### src/rtl/alu_secuenciador.sv
// alu_secuenciador: sequential front/back stage around the combinational 8-bit ALU.
// Accepts one command over a valid/ready handshake and registers it onto the ALU inputs.
// One cycle later it captures the ALU result, derives carry/zero/error flags locally,
// and holds the result on a valid/ready output until it is consumed.
// Divide/modulo by zero is screened here, so the ALU result is ignored for those cases.
module alu_secuenciador #(
    parameter int ANCHO = 8
) (
    input  logic                 reloj,
    input  logic                 reinicio_n,
    input  logic                 cmd_valido,
    output logic                 cmd_listo,
    input  logic [2:0]           cmd_op,
    input  logic [ANCHO-1:0]     cmd_a,
    input  logic [ANCHO-1:0]     cmd_b,
    output logic [2:0]           alu_op,
    output logic [ANCHO-1:0]     alu_dato0,
    output logic [ANCHO-1:0]     alu_dato1,
    input  logic [2*ANCHO-1:0]   alu_resultado,
    output logic                 res_valido,
    input  logic                 res_listo,
    output logic [2*ANCHO-1:0]   res_dato,
    output logic                 res_acarreo,
    output logic                 res_cero,
    output logic                 res_error,
    output logic [15:0]          cuenta_ops
);

    localparam logic [2:0] OP_SUM = 3'b000;
    localparam logic [2:0] OP_RES = 3'b001;
    localparam logic [2:0] OP_DIV = 3'b011;
    localparam logic [2:0] OP_MOD = 3'b100;

    typedef enum logic [1:0] {
        LIBRE   = 2'd0,
        CARGA   = 2'd1,
        ENTREGA = 2'd2
    } estado_t;

    estado_t estado_r;

    logic                 div_cero_s;
    logic [2*ANCHO-1:0]   cap_dato_s;
    logic                 cap_acarreo_s;
    logic                 cap_cero_s;
    logic                 cap_error_s;

    // Zero detect on a full-width result, done locally rather than trusting the ALU.
    function automatic logic es_cero(input logic [2*ANCHO-1:0] valor);
        return (valor == {(2*ANCHO){1'b0}});
    endfunction

    // Values that will be captured at the closing edge of CARGA.
    always_comb begin
        div_cero_s    = 1'b0;
        cap_dato_s    = alu_resultado;
        cap_acarreo_s = 1'b0;
        cap_cero_s    = 1'b0;
        cap_error_s   = 1'b0;
        case (alu_op)
            OP_DIV, OP_MOD: div_cero_s = (alu_dato1 == {ANCHO{1'b0}});
            default:        div_cero_s = 1'b0;
        endcase
        if (div_cero_s) begin
            // The ALU output is undefined here; substitute the error pattern.
            cap_dato_s    = {(2*ANCHO){1'b1}};
            cap_error_s   = 1'b1;
            cap_cero_s    = 1'b0;
            cap_acarreo_s = 1'b0;
        end else begin
            cap_dato_s  = alu_resultado;
            cap_error_s = 1'b0;
            cap_cero_s  = es_cero(alu_resultado);
            case (alu_op)
                // Bit ANCHO is the carry for SUM and the borrow for RES.
                OP_SUM, OP_RES: cap_acarreo_s = alu_resultado[ANCHO];
                default:        cap_acarreo_s = 1'b0;
            endcase
        end
    end

    // Control FSM with all outputs registered; reset is synchronous and active-low.
    always_ff @(posedge reloj) begin
        if (!reinicio_n) begin
            estado_r    <= LIBRE;
            cmd_listo   <= 1'b1;
            alu_op      <= 3'b000;
            alu_dato0   <= {ANCHO{1'b0}};
            alu_dato1   <= {ANCHO{1'b0}};
            res_valido  <= 1'b0;
            res_dato    <= {(2*ANCHO){1'b0}};
            res_acarreo <= 1'b0;
            res_cero    <= 1'b0;
            res_error   <= 1'b0;
            cuenta_ops  <= 16'd0;
        end else begin
            case (estado_r)
                LIBRE: begin
                    if (cmd_valido) begin
                        alu_op    <= cmd_op;
                        alu_dato0 <= cmd_a;
                        alu_dato1 <= cmd_b;
                        cmd_listo <= 1'b0;
                        estado_r  <= CARGA;
                    end else begin
                        estado_r  <= LIBRE;
                    end
                end
                CARGA: begin
                    res_dato    <= cap_dato_s;
                    res_acarreo <= cap_acarreo_s;
                    res_cero    <= cap_cero_s;
                    res_error   <= cap_error_s;
                    res_valido  <= 1'b1;
                    estado_r    <= ENTREGA;
                end
                ENTREGA: begin
                    if (res_listo) begin
                        res_valido <= 1'b0;
                        cuenta_ops <= cuenta_ops + 16'd1;
                        cmd_listo  <= 1'b1;
                        estado_r   <= LIBRE;
                    end else begin
                        estado_r   <= ENTREGA;
                    end
                end
                default: begin
                    // Unreachable encoding: recover to idle without producing a result.
                    res_valido <= 1'b0;
                    cmd_listo  <= 1'b1;
                    estado_r   <= LIBRE;
                end
            endcase
        end
    end

endmodule
### config.mk
export PLATFORM = sky130hd
export DESIGN_NAME = alu_secuenciador
export DESIGN_NICKNAME = d
export VERILOG_FILES = /design/src/rtl/alu_secuenciador.sv
export SDC_FILE = /design/constraint.sdc
export NUM_CORES = 1
export LEC_CHECK = 0
export BUFFER_PORTS_ARGS = -buffer_cell sky130_fd_sc_hd__buf_2
export CAP_MARGIN = 15
export CORE_MARGIN = 5
export CORE_UTILIZATION = 51
export DETAILED_ROUTE_END_ITERATION = 8
export HOLD_SLACK_MARGIN = 0.15
export PLACE_DENSITY = 0.87
export RECOVER_POWER = 25
export SLEW_MARGIN = 20
export SYNTH_ARGS = -nofsm -noshare
export SYNTH_HDL_FRONTEND = slang
export SYNTH_SLANG_ARGS = --single-unit
### constraint.sdc
create_clock -name reloj -period 3.55 [get_ports reloj]
set_clock_uncertainty 0.2 [all_clocks]
set_input_delay 0.355 -clock reloj [delete_from_list [all_inputs] [get_ports reloj]]
set_output_delay 0.355 -clock reloj [all_outputs]
set_load 0.01 [all_outputs]
==> impl_results.md <==
* Syn-to-layout area delta at 43.2%
* Worst path cell trace: buf_2 > inv_1 > nor4_1 > nand4_1 > o41ai_1 > dlygate4sd3_1
* Crit path kind: in -> reg
* Synth cell types at 38
* Worst path top cell family by delay: buffers and inverters
* Die H at 76.5 microns
* HPWL after DPL at 4.08 mm
* Slew @ Worst Pin at 754 ps
* Initial Util at 52.1%
* Via density at 5.44
* Number of synthesized flops with an enable pin at 0
* Worst setup path start: reinicio_n
* Initial drt markers at 124
* Post-DP Area at 0.00273 sq mm
* Final hold vios at 0
* Layout Nets at 414
* Clk_lat worst skew at 320 ps
* Drt total wl at 6.33 mm
* DR WL/cell at 14.7 microns
* Final Cycle Share at 68.3%
* Sequential-to-total area share from yosys stat at 51.6%
* Row count at 24
* Max-cap viol count at 0
* Worst hold path class: in -> reg
* Antenna viol nets, final at 0
* Synth area leaders: dfxtp_1 (52%), nand2_1 (8.0%), o221a_2 (7.5%), a21oi_1 (5.8%), nor2_1 (3.0%)
* Top post-synthesis cells by count: dfxtp_1 (58), nand2_1 (48), a21oi_1 (26)
* DIE AREA at 0.00584 sq mm
* CTS tree: done
* Most frequent cell after synthesis: dfxtp_1
* Clk pin slew, worst setup/hold paths at 60 ps
* Fillers at 326
* Critical Path RT at 3610 ps
* Slew HR at 49.7%
* GPL Wtd Cong at 0.795
* Total congestion overflow at 0
* Drt pass-1 iters at 4
* R2R Path Start: alu_dato1[7]
* Top cell type by total area after synthesis: dfxtp_1
* Via Count at 2343
* Worst VDD drop at 0.365 mV
* Final hold slack at 183 ps
* Post-Syn Nets at 286
* RSZ-0062 raised after global routing: false
* Global-route wire length before repair at 10.5 mm
* Async SR Flop Fraction at 0%
* Source of the worst hold timing path: res_listo
* CP max stage delay at 600 ps
* Fmax at 413 MHz
* Largest net degree at the start of global routing at 25
* Leakage power at 1.38 nW
* # H-tree levels at 3
* Final setup fails at 0
* Core area at 0.00432 sq mm
* Top cell type's share of synthesized area at 51.6%
* Layout cell share with drive strength beyond 1 at 27.7%
* Slew Limit Fails at 0
* Final Instance Area at 0.00322 sq mm
* Boundary Pins at 95
* Slowest-stage cell, CP: dlygate4sd3_1
* DRC viols at 0
* Initial antenna violation count at 0
* Ys flop type: dfxtp_1
* Clock tree buffer depth at 2
* Cells after Synth at 246
* Total CTS buffers at 9
* Outcome: completed
* Flop-to-flop setup slack at 1370 ps
* Pwr/cell area at 434 mW/mm^2
* Die X at 76.5 microns
* Final Critical Period at 2420 ps
* Worst Path Arrival at 2490 ps
* Synthesized area at 0.00225 sq mm
* Worst setup EP type: register
* Root buf cell: clkbuf_8
* Gr usage total at 22.0%
* Number of global-route vias before repair at 2199
* Port bufs at 94
* Buffer and inverter count on the worst path at 3
* Clock net sink count at 58
* Mean area per synthesized cell at 9.16 sq um
* PostCTS Resize Cnt at 0
* # diodes at 0
* #FFs+latches synth at 58
* Worst Path Max Fanout at 24
* Final Util at 74.6%
* Yosys warns at 0
* Startpoint Class: input pin
* Setup TNS at 0 ps
## worst paths after layout
path	end	depth (start not counted)
hold / removal	estado_r[1]	3
hold reg to reg	alu_dato0[0]	2
setup / recovery	res_cero	6
setup reg to reg	res_cero	4
## flip-flops by register name, indices dropped and copies added, names as in the netlist
| register | cells |
|---|---|
| alu_dato0 | 8 |
| alu_dato1 | 8 |
| alu_op | 3 |
| cmd_listo | 1 |
| cuenta_ops | 16 |
| estado_r | 2 |
| res_acarreo | 1 |
| res_cero | 1 |
| res_dato | 16 |
| res_error | 1 |
| res_valido | 1 |
## cell usage in the layout (no fill, tap or decap), types with 2 or more instances in the layout
master         synthesis  routed
buf_2                  1      67
dfxtp_1               58      58
nand2_1               48      48
dlygate4sd3_1          0      36
clkbuf_1               9      30
a21oi_1               26      26
nor2_1                18      18
o221a_2               15      15
clkbuf_8               0      10
nand3_1                8       8
nor4_1                 7       7
o21ai_0                7       7
xnor2_1                5       5
nand4_1                4       4
xor2_1                 4       4
and3_1                 3       3
nor3_1                 3       3
clkinv_2               0       3
inv_1                  2       2
o21bai_1               2       2
nand4b_1               2       2
or3b_2                 2       2
or4_1                  2       2
## power breakdown
| part | switching [W] | internal (W) | total (W) |
|---|---|---|---|
| combinational | 0.0000938 | 0.0000874 | 0.000181 |
| sequential | 0.0000208 | 0.000683 | 0.000704 |
| clock | 0.000244 | 0.000269 | 0.000513 |
## worst min-delay path, delay by kind of cell
kind                   cells  cell delay, ps
buffers and inverters      1             120
and+or+nand+nor            1             120
AOI/OAI and AO/OA          1              50
## cells by family (layout without fill, tap and decap cells)
logic type                 after synthesis  count (layout)  share of synthesized area [%]
AOI/OAI and AO/OA                       53              53                           16.8
muxes                                    1               1                          0.444
buffers and inverters                   16             149                           3.06
DFF                                     58              58                           51.6
xor gates and xnor gates                 9               9                           3.50
adders and majority gates                1               1                          0.555
and+or+nand+nor                        108             108                           24.1
## final cells by class
cell class                      instances  area, sq um  area share [%]
Sequential cell                        58         1160            36.0
Multi-Input combinational cell        172         1020            31.7
Timing Repair Buffer                  131          805            25.0
Clock buffer                           13          149            4.62
Tap cell                               52         65.1            2.02
Clock inverter                          3         15.0           0.466
Inverter                                2         7.51           0.233
## routing by layer
| layer | global-route usage (%) | vias up | share of wire (%) |
|---|---|---|---|
| met5 | 0 | - | 0 |
| li1 | - | 1135 | - |
| met3 | 8.87 | 19 | 7.5 |
| met1 | 24.9 | 1097 | 40 |
| met2 | 35.7 | 92 | 49 |
| met4 | 10.5 | 0 | 3.2 |
## what timing repair did
action	in CTS	in global routing
endpoints found under the hold margin	37	0
setup buffers	0	0
hold buffers	36	0
## through the flow
stage,std cells,total power [W],setup WS [ps]
final,431,0.00140,1130
after detailed placement,379,0.000872,1430
after CTS,431,0.00141,1220
after global routing,431,0.00147,1010
after floorplan,246,0.000803,1670
after global placement,379,0.000867,1480
(Power assumes the default switching activity.)
